## config.mk

```make
export PLATFORM = sky130hd
export DESIGN_NAME = mem_arbiter
export DESIGN_NICKNAME = d
export VERILOG_FILES = /design/src/rtl/mem_arbiter.sv
export SDC_FILE = /design/constraint.sdc
export NUM_CORES = 1
export LEC_CHECK = 0
export ABC_CLOCK_PERIOD_IN_PS = 7500
export CAP_MARGIN = 5
export CORE_AREA = 2 2 271 273
export DETAILED_ROUTE_END_ITERATION = 7
export DIE_AREA = 0 0 273 275
export PLACE_DENSITY = 0.65
export SYNTH_ARGS = -nofsm -noshare
export SYNTH_HDL_FRONTEND = slang
export SYNTH_SLANG_ARGS = --single-unit
```

## constraint.sdc

```tcl
create_clock -name clk_i -period 7.5 [get_ports clk_i]
set_clock_uncertainty 0.15 [all_clocks]
set_input_delay 1.5 -clock clk_i [delete_from_list [all_inputs] [get_ports clk_i]]
set_output_delay 1.5 -clock clk_i [all_outputs]
set_load 0.1 [all_outputs]
```

## src/rtl/mem_arbiter.sv

```systemverilog
// mem_arbiter: N-channel byte-serial memory controller.
//
// Arbitrates NUM_CH requesters round-robin onto an 8-bit RAM/IO bus and moves
// 1..MAX_BYTES bytes per transfer. Writes issue one byte per cycle and stall
// on a full IO buffer. Reads issue one address per cycle and capture the byte
// returned one cycle later. A rollback pulse aborts reads on RB_MASK channels.
//
// Handshake: req_valid_i[c] is raised with req_wr/addr/len/wdata for channel c
// stable and held until done_o[c] pulses; the requester drops req_valid_i[c]
// in that done cycle, because that cycle is already IDLE and may grant again.
//
// Ports
//   clk_i, rst_i     clock, synchronous active-high reset
//   rdy_i            0 freezes every register; ram_rw_sel_o forced to 0
//   rb_i             rollback pulse
//   io_full_i        IO (uart) buffer full
//   req_*_i          per-channel request: valid, wr, addr, len, wdata
//   done_o           one-hot, one-cycle completion pulse
//   rdata_o          read data, valid with done_o; unread upper bytes zero
//   ram_addr_o, ram_wr_byte_o, ram_rw_sel_o   bus outputs (1 = write)
//   ram_rd_byte_i    read byte, one cycle after the address
//   dbg_state_o      current FSM state (0 IDLE, 1 READ, 2 WRITE)
module mem_arbiter #(
  parameter int                NUM_CH    = 3,
  parameter int                MAX_BYTES = 16,
  parameter int                LEN_W     = 5,
  parameter logic [NUM_CH-1:0] RB_MASK   = 3'b010
) (
  input  logic                          clk_i,
  input  logic                          rst_i,
  input  logic                          rdy_i,
  input  logic                          rb_i,
  input  logic                          io_full_i,
  input  logic [NUM_CH-1:0]             req_valid_i,
  input  logic [NUM_CH-1:0]             req_wr_i,
  input  logic [NUM_CH*32-1:0]          req_addr_i,
  input  logic [NUM_CH*LEN_W-1:0]       req_len_i,
  input  logic [NUM_CH*MAX_BYTES*8-1:0] req_wdata_i,
  output logic [NUM_CH-1:0]             done_o,
  output logic [MAX_BYTES*8-1:0]        rdata_o,
  output logic [31:0]                   ram_addr_o,
  output logic [7:0]                    ram_wr_byte_o,
  input  logic [7:0]                    ram_rd_byte_i,
  output logic                          ram_rw_sel_o,
  output logic [1:0]                    dbg_state_o
);
  localparam int CH_W = (NUM_CH > 1) ? $clog2(NUM_CH) : 1;
  localparam int DW   = MAX_BYTES * 8;

  typedef enum logic [1:0] {S_IDLE = 2'd0, S_READ = 2'd1, S_WRITE = 2'd2} state_e;

  state_e             state_q, state_d;
  logic [CH_W-1:0]    ch_q, ch_d, rr_ptr_q, rr_ptr_d;
  logic [31:0]        base_q, base_d;
  logic [LEN_W-1:0]   len_q, len_d, cnt_q, cnt_d;
  logic [DW-1:0]      wdata_q, wdata_d, buf_q, buf_d;
  logic [NUM_CH-1:0]  done_q, done_d;
  logic [DW-1:0]      rdata_q, rdata_d;
  logic [31:0]        ram_addr_q, ram_addr_d;
  logic [7:0]         ram_wr_byte_q, ram_wr_byte_d;
  logic               ram_rw_sel_q, ram_rw_sel_d;

  function automatic logic [CH_W-1:0] wrap_add(input logic [CH_W-1:0] p, input int i);
    int s;
    s = (int'(p) + i) % NUM_CH;
    return CH_W'(s);
  endfunction

  // Round-robin: scan from farthest to nearest so the nearest eligible
  // channel after rr_ptr_q overwrites any earlier hit.
  logic [NUM_CH-1:0] eligible;
  logic              grant_found;
  logic [CH_W-1:0]   grant_ch;
  always_comb begin
    eligible    = req_valid_i & ~(rb_i ? RB_MASK : {NUM_CH{1'b0}});
    grant_found = 1'b0;
    grant_ch    = '0;
    for (int i = NUM_CH; i >= 1; i--) begin
      if (eligible[wrap_add(rr_ptr_q, i)]) begin
        grant_found = 1'b1;
        grant_ch    = wrap_add(rr_ptr_q, i);
      end
    end
  end

  logic [31:0]      byte_addr;
  logic             issuing, io_stall, abort, last_cap;
  logic [7:0]       cur_wbyte;
  logic [LEN_W-1:0] cap_idx;
  always_comb begin
    byte_addr = base_q + 32'(cnt_q);
    issuing   = (cnt_q < len_q);
    io_stall  = (byte_addr[17:16] == 2'b11) && io_full_i;
    abort     = rb_i && RB_MASK[ch_q];
    // Reads run two cycles past the last address: one for the RAM latency,
    // one to capture the final byte.
    last_cap  = (cnt_q == (len_q + LEN_W'(1)));
    cur_wbyte = 8'(wdata_q >> {cnt_q, 3'b000});
    cap_idx   = cnt_q - LEN_W'(2);
  end

  // State register
  always_ff @(posedge clk_i) begin
    if (rst_i)      state_q <= S_IDLE;
    else if (rdy_i) state_q <= state_d;
  end

  // Next-state logic
  always_comb begin
    state_d = state_q;
    unique case (state_q)
      S_IDLE:  if (grant_found) state_d = req_wr_i[grant_ch] ? S_WRITE : S_READ;
      S_WRITE: if (!issuing) state_d = S_IDLE;
      S_READ:  if (abort || last_cap) state_d = S_IDLE;
      default: state_d = S_IDLE;
    endcase
  end

  // Output and datapath next values
  always_comb begin
    ch_d          = ch_q;
    rr_ptr_d      = rr_ptr_q;
    base_d        = base_q;
    len_d         = len_q;
    cnt_d         = cnt_q;
    wdata_d       = wdata_q;
    buf_d         = buf_q;
    done_d        = '0;
    rdata_d       = rdata_q;
    ram_addr_d    = '0;
    ram_wr_byte_d = ram_wr_byte_q;
    ram_rw_sel_d  = 1'b0;
    unique case (state_q)
      S_IDLE: begin
        if (grant_found) begin
          ch_d     = grant_ch;
          rr_ptr_d = grant_ch;
          base_d   = req_addr_i[int'(grant_ch)*32 +: 32];
          len_d    = req_len_i[int'(grant_ch)*LEN_W +: LEN_W];
          wdata_d  = req_wdata_i[int'(grant_ch)*DW +: DW];
          cnt_d    = '0;
          buf_d    = '0;
        end
      end
      S_WRITE: begin
        if (issuing) begin
          ram_addr_d    = byte_addr;
          ram_wr_byte_d = cur_wbyte;
          if (!io_stall) begin
            ram_rw_sel_d = 1'b1;
            cnt_d        = cnt_q + LEN_W'(1);
          end
        end else begin
          done_d = NUM_CH'(1) << ch_q;
        end
      end
      S_READ: begin
        if (!abort) begin
          if (issuing) ram_addr_d = byte_addr;
          if (cnt_q >= LEN_W'(2)) buf_d = buf_q | (DW'(ram_rd_byte_i) << {cap_idx, 3'b000});
          cnt_d = cnt_q + LEN_W'(1);
          if (last_cap) begin
            done_d  = NUM_CH'(1) << ch_q;
            rdata_d = buf_d;
          end
        end
      end
      default: ;
    endcase
  end

  always_ff @(posedge clk_i) begin
    if (rst_i) begin
      ch_q          <= '0;
      rr_ptr_q      <= CH_W'(NUM_CH - 1);
      base_q        <= '0;
      len_q         <= '0;
      cnt_q         <= '0;
      wdata_q       <= '0;
      buf_q         <= '0;
      done_q        <= '0;
      rdata_q       <= '0;
      ram_addr_q    <= '0;
      ram_wr_byte_q <= '0;
      ram_rw_sel_q  <= 1'b0;
    end else if (rdy_i) begin
      ch_q          <= ch_d;
      rr_ptr_q      <= rr_ptr_d;
      base_q        <= base_d;
      len_q         <= len_d;
      cnt_q         <= cnt_d;
      wdata_q       <= wdata_d;
      buf_q         <= buf_d;
      done_q        <= done_d;
      rdata_q       <= rdata_d;
      ram_addr_q    <= ram_addr_d;
      ram_wr_byte_q <= ram_wr_byte_d;
      ram_rw_sel_q  <= ram_rw_sel_d;
    end
  end

  assign done_o        = done_q;
  assign rdata_o       = rdata_q;
  assign ram_addr_o    = ram_addr_q;
  assign ram_wr_byte_o = ram_wr_byte_q;
  assign ram_rw_sel_o  = ram_rw_sel_q & rdy_i;
  assign dbg_state_o   = state_q;
endmodule

```

==> metrics.md <==
| Metric | Value |
|---|---|
| CTS Buf Count | `54` |
| # rows | `99` |
| Yosys cell types | `67` |
| Setup crit end kind | `primary output` |
| Clock Latency Late Sink | `0.62 ns` |
| Type of the worst setup path | `input port to primary output` |
| 1st-pass router iterations | `6` |
| Die X | `273 µm` |
| GRT Total Usage | `24.0%` |
| Number of synthesized flops with an enable pin | `0` |
| Crit Path Max Fanout | `13` |
| Crit share post-route | `71.7%` |
| Layout Area Growth over Synthesis | `39.7%` |
| Final hold violation count | `0` |
| Core Area | `0.0723 mm²` |
| Placed insts | `4,038` |
| Max Cap Violations | `0` |
| Clk buf depth | `3` |
| Clock-pin slew on the worst setup and hold paths | `0.06 ns` |
| Hold depth | `2` |
| Max Clk Rate | `0.186 GHz` |
| Post-CTS Resized | `0` |
| Synth top area cells | `dfxtp_1 42%, nor2_1 7.6%, mux2i_1 7.3%, a211o_1 6.4%, a211oi_1 4.3%` |
| Synth top area share | `41.8%` |
| Finish-stage setup viols | `0` |
| Unrepaired setup endpoints after global routing | `no` |
| PortBufs | `687` |
| Commonest cells post-synth | `475 x dfxtp_1, 461 x nor2_1, 206 x nand2_1` |
| R2R cell count | `8` |
| Initial antenna violation count | `39` |
| Layout fillers | `7,286` |
| Worst Max-Slew Pin Slew | `1.23 ns` |
| DRT iter0 DRCs | `1,810` |
| Starting Density | `31.5%` |
| Pin count of the biggest net entering global routing | `198` |
| Vias in the first global route | `20,500` |
| Cell count after synthesis | `2,617` |
| Syn_nets | `3,153` |
| Drt total wl | `94,300 µm` |
| Final #Nets | `3,671` |
| TritonCTS clock tree | `done` |
| Setup TNS | `0 ns` |
| Die Ht | `275 µm` |
| Vias | `21,800` |
| Synthesized area | `0.0228 mm²` |
| Cts hold-fix bufs | `0` |
| Pwr dens | `212 mW/mm²` |
| Clock sink total | `475` |
| Hold Path Class | `flip-flop to flip-flop` |
| Mapped Avg Cell Area | `8.70 µm²` |
| Die Area | `0.0751 mm²` |
| Overflow after GRT | `0` |
| Final non-filler cell total | `4,167` |
| Critical Path Source Type | `input port` |
| Synth area leader | `dfxtp_1` |
| Final Power | `6.74 mW` |
| Cell with the most instances after synthesis | `dfxtp_1` |
| Final RePlAce weighted congestion | `0.905` |
| Status | `complete, no violations` |
| First-pass GRT wire length | `135,000 µm` |
| Synth warn | `0` |
| Post-CTS setup buffer count | `0` |
| Routed Antenna Nets | `0` |
| DP HPWL | `68,900 µm` |
| Max Slew Vio Count | `0` |
| Normalized max-slew margin | `18.1%` |
| Top FF cell, synth | `dfxtp_1` |
| Critical Path AT | `3.73 ns` |
| CP required | `5.85 ns` |
| Routed WL per cell | `22.6 µm` |
| Crit path time final | `5.38 ns` |
| Via-per-instance ratio | `5.24` |
| Seq cells post-synth | `475` |
| Max rail drop VDD | `0.000151 V` |
| Asr flop ratio synth | `0%` |
| Io pins | `688` |
| Share of cells above drive strength 1 | `6.14%` |
| Leakage | `11.9 nW` |
| Sequential share of the synthesized area | `41.8%` |
| DRC viols | `0` |
| CTS root buf | `clkbuf_16` |
| WHS | `0.296 ns` |
| H-Tree Level Count | `2` |
==> report_power, final <==
| group | switching (mW) | internal [mW] |
|---|---|---|
| Combinational | 0.779 | 0.599 |
| Clock | 1.12 | 1.48 |
| Sequential | 0.107 | 2.65 |
==> kinds of logic after synthesis <==
group | count (synthesis) | synth area share, %
AOI/OAI and AO/OA | 694 | 21.3
xor gates and xnor gates | 34 | 1.37
adders and majority gates | 23 | 1.29
buffers and inverters | 281 | 5.84
DFF | 475 | 41.8
muxes | 205 | 11.2
and+or+nand+nor | 905 | 17.2
==> sequential cells by signal, indices dropped and copies added (netlist names) <==
register	flops
ch_q	2
rr_ptr_q	1
cnt_q	5
ram_wr_byte_o	8
dbg_state_o	2
ram_addr_o	32
ram_rw_sel_q	1
wdata_q	128
done_o	3
rdata_o	128
buf_q	128
len_q	5
base_q	32
==> area by class of cell <==
class	count	area, µm²	area share [%]
multi-input combinational	1861	12000	37.7
sequential	475	9520	29.9
timing repair buffer	717	7150	22.5
clock buffer	77	1550	4.87
tap	959	1200	3.77
clock inverter	21	224	0.704
inverter	26	97.6	0.307
antenna	31	77.6	0.244
==> stage by stage <==
step                      instance area (µm²)  setup WS (ns)  util (%)
after global routing                    31800           2.06      43.9
after CTS                               31700           2.12      43.9
after floorplan                         22800           3.33         -
final                                   31800           2.12      44.0
after global placement                  30000           2.13      41.4
after detailed placement                30000           2.12      41.4
==> routing by layer <==
metal	routed length (µm)	vias to the layer above	global-route usage [%]
met3	6050	162	5.09
met1	38600	10400	29.4
met2	44600	714	39.8
met4	4970	10	12.2
met5	71	-	0
li1	-	10500	-
==> cell usage in the layout, fill, tap and decap left out, types with 7 or more instances in the layout <==
cell / Yosys / layout
a211o_1: 165 / 165
a211oi_1: 130 / 130
a21oi_1: 189 / 189
a22oi_1: 18 / 18
a31oi_1: 129 / 129
and3_1: 10 / 9
buf_4: 11 / 29
clkbuf_1: 155 / 13
clkbuf_16: 0 / 55
clkbuf_8: 0 / 9
clkdlybuf4s50_1: 0 / 683
clkinv_2: 0 / 11
dfxtp_1: 475 / 473
diode_2: 0 / 31
ha_1: 21 / 21
inv_1: 25 / 25
mux2i_1: 165 / 165
mux4_2: 40 / 40
nand2_1: 206 / 206
nand2b_1: 16 / 16
nand3_1: 27 / 25
nand4_1: 13 / 13
nor2_1: 461 / 461
nor2b_1: 7 / 7
nor3_1: 138 / 137
o21ai_0: 23 / 23
xnor2_1: 29 / 29
==> critical path, stage by stage <==
cell	delay, ns
clkdlybuf4s50_1	0.88
and2_1	0.21
clkdlybuf4s50_1	1.13
==> worst paths after layout <==
kind	startpoint	endpoint	slack, ns
hold / removal	ram_addr_o[27]	ram_addr_o[27]	0.30
hold reg to reg	ram_addr_o[27]	ram_addr_o[27]	0.30
setup / recovery	rdy_i	ram_rw_sel_o	2.12
setup reg to reg	cnt_q[1]	cnt_q[2]	3.69
(Power assumes the default switching activity.)
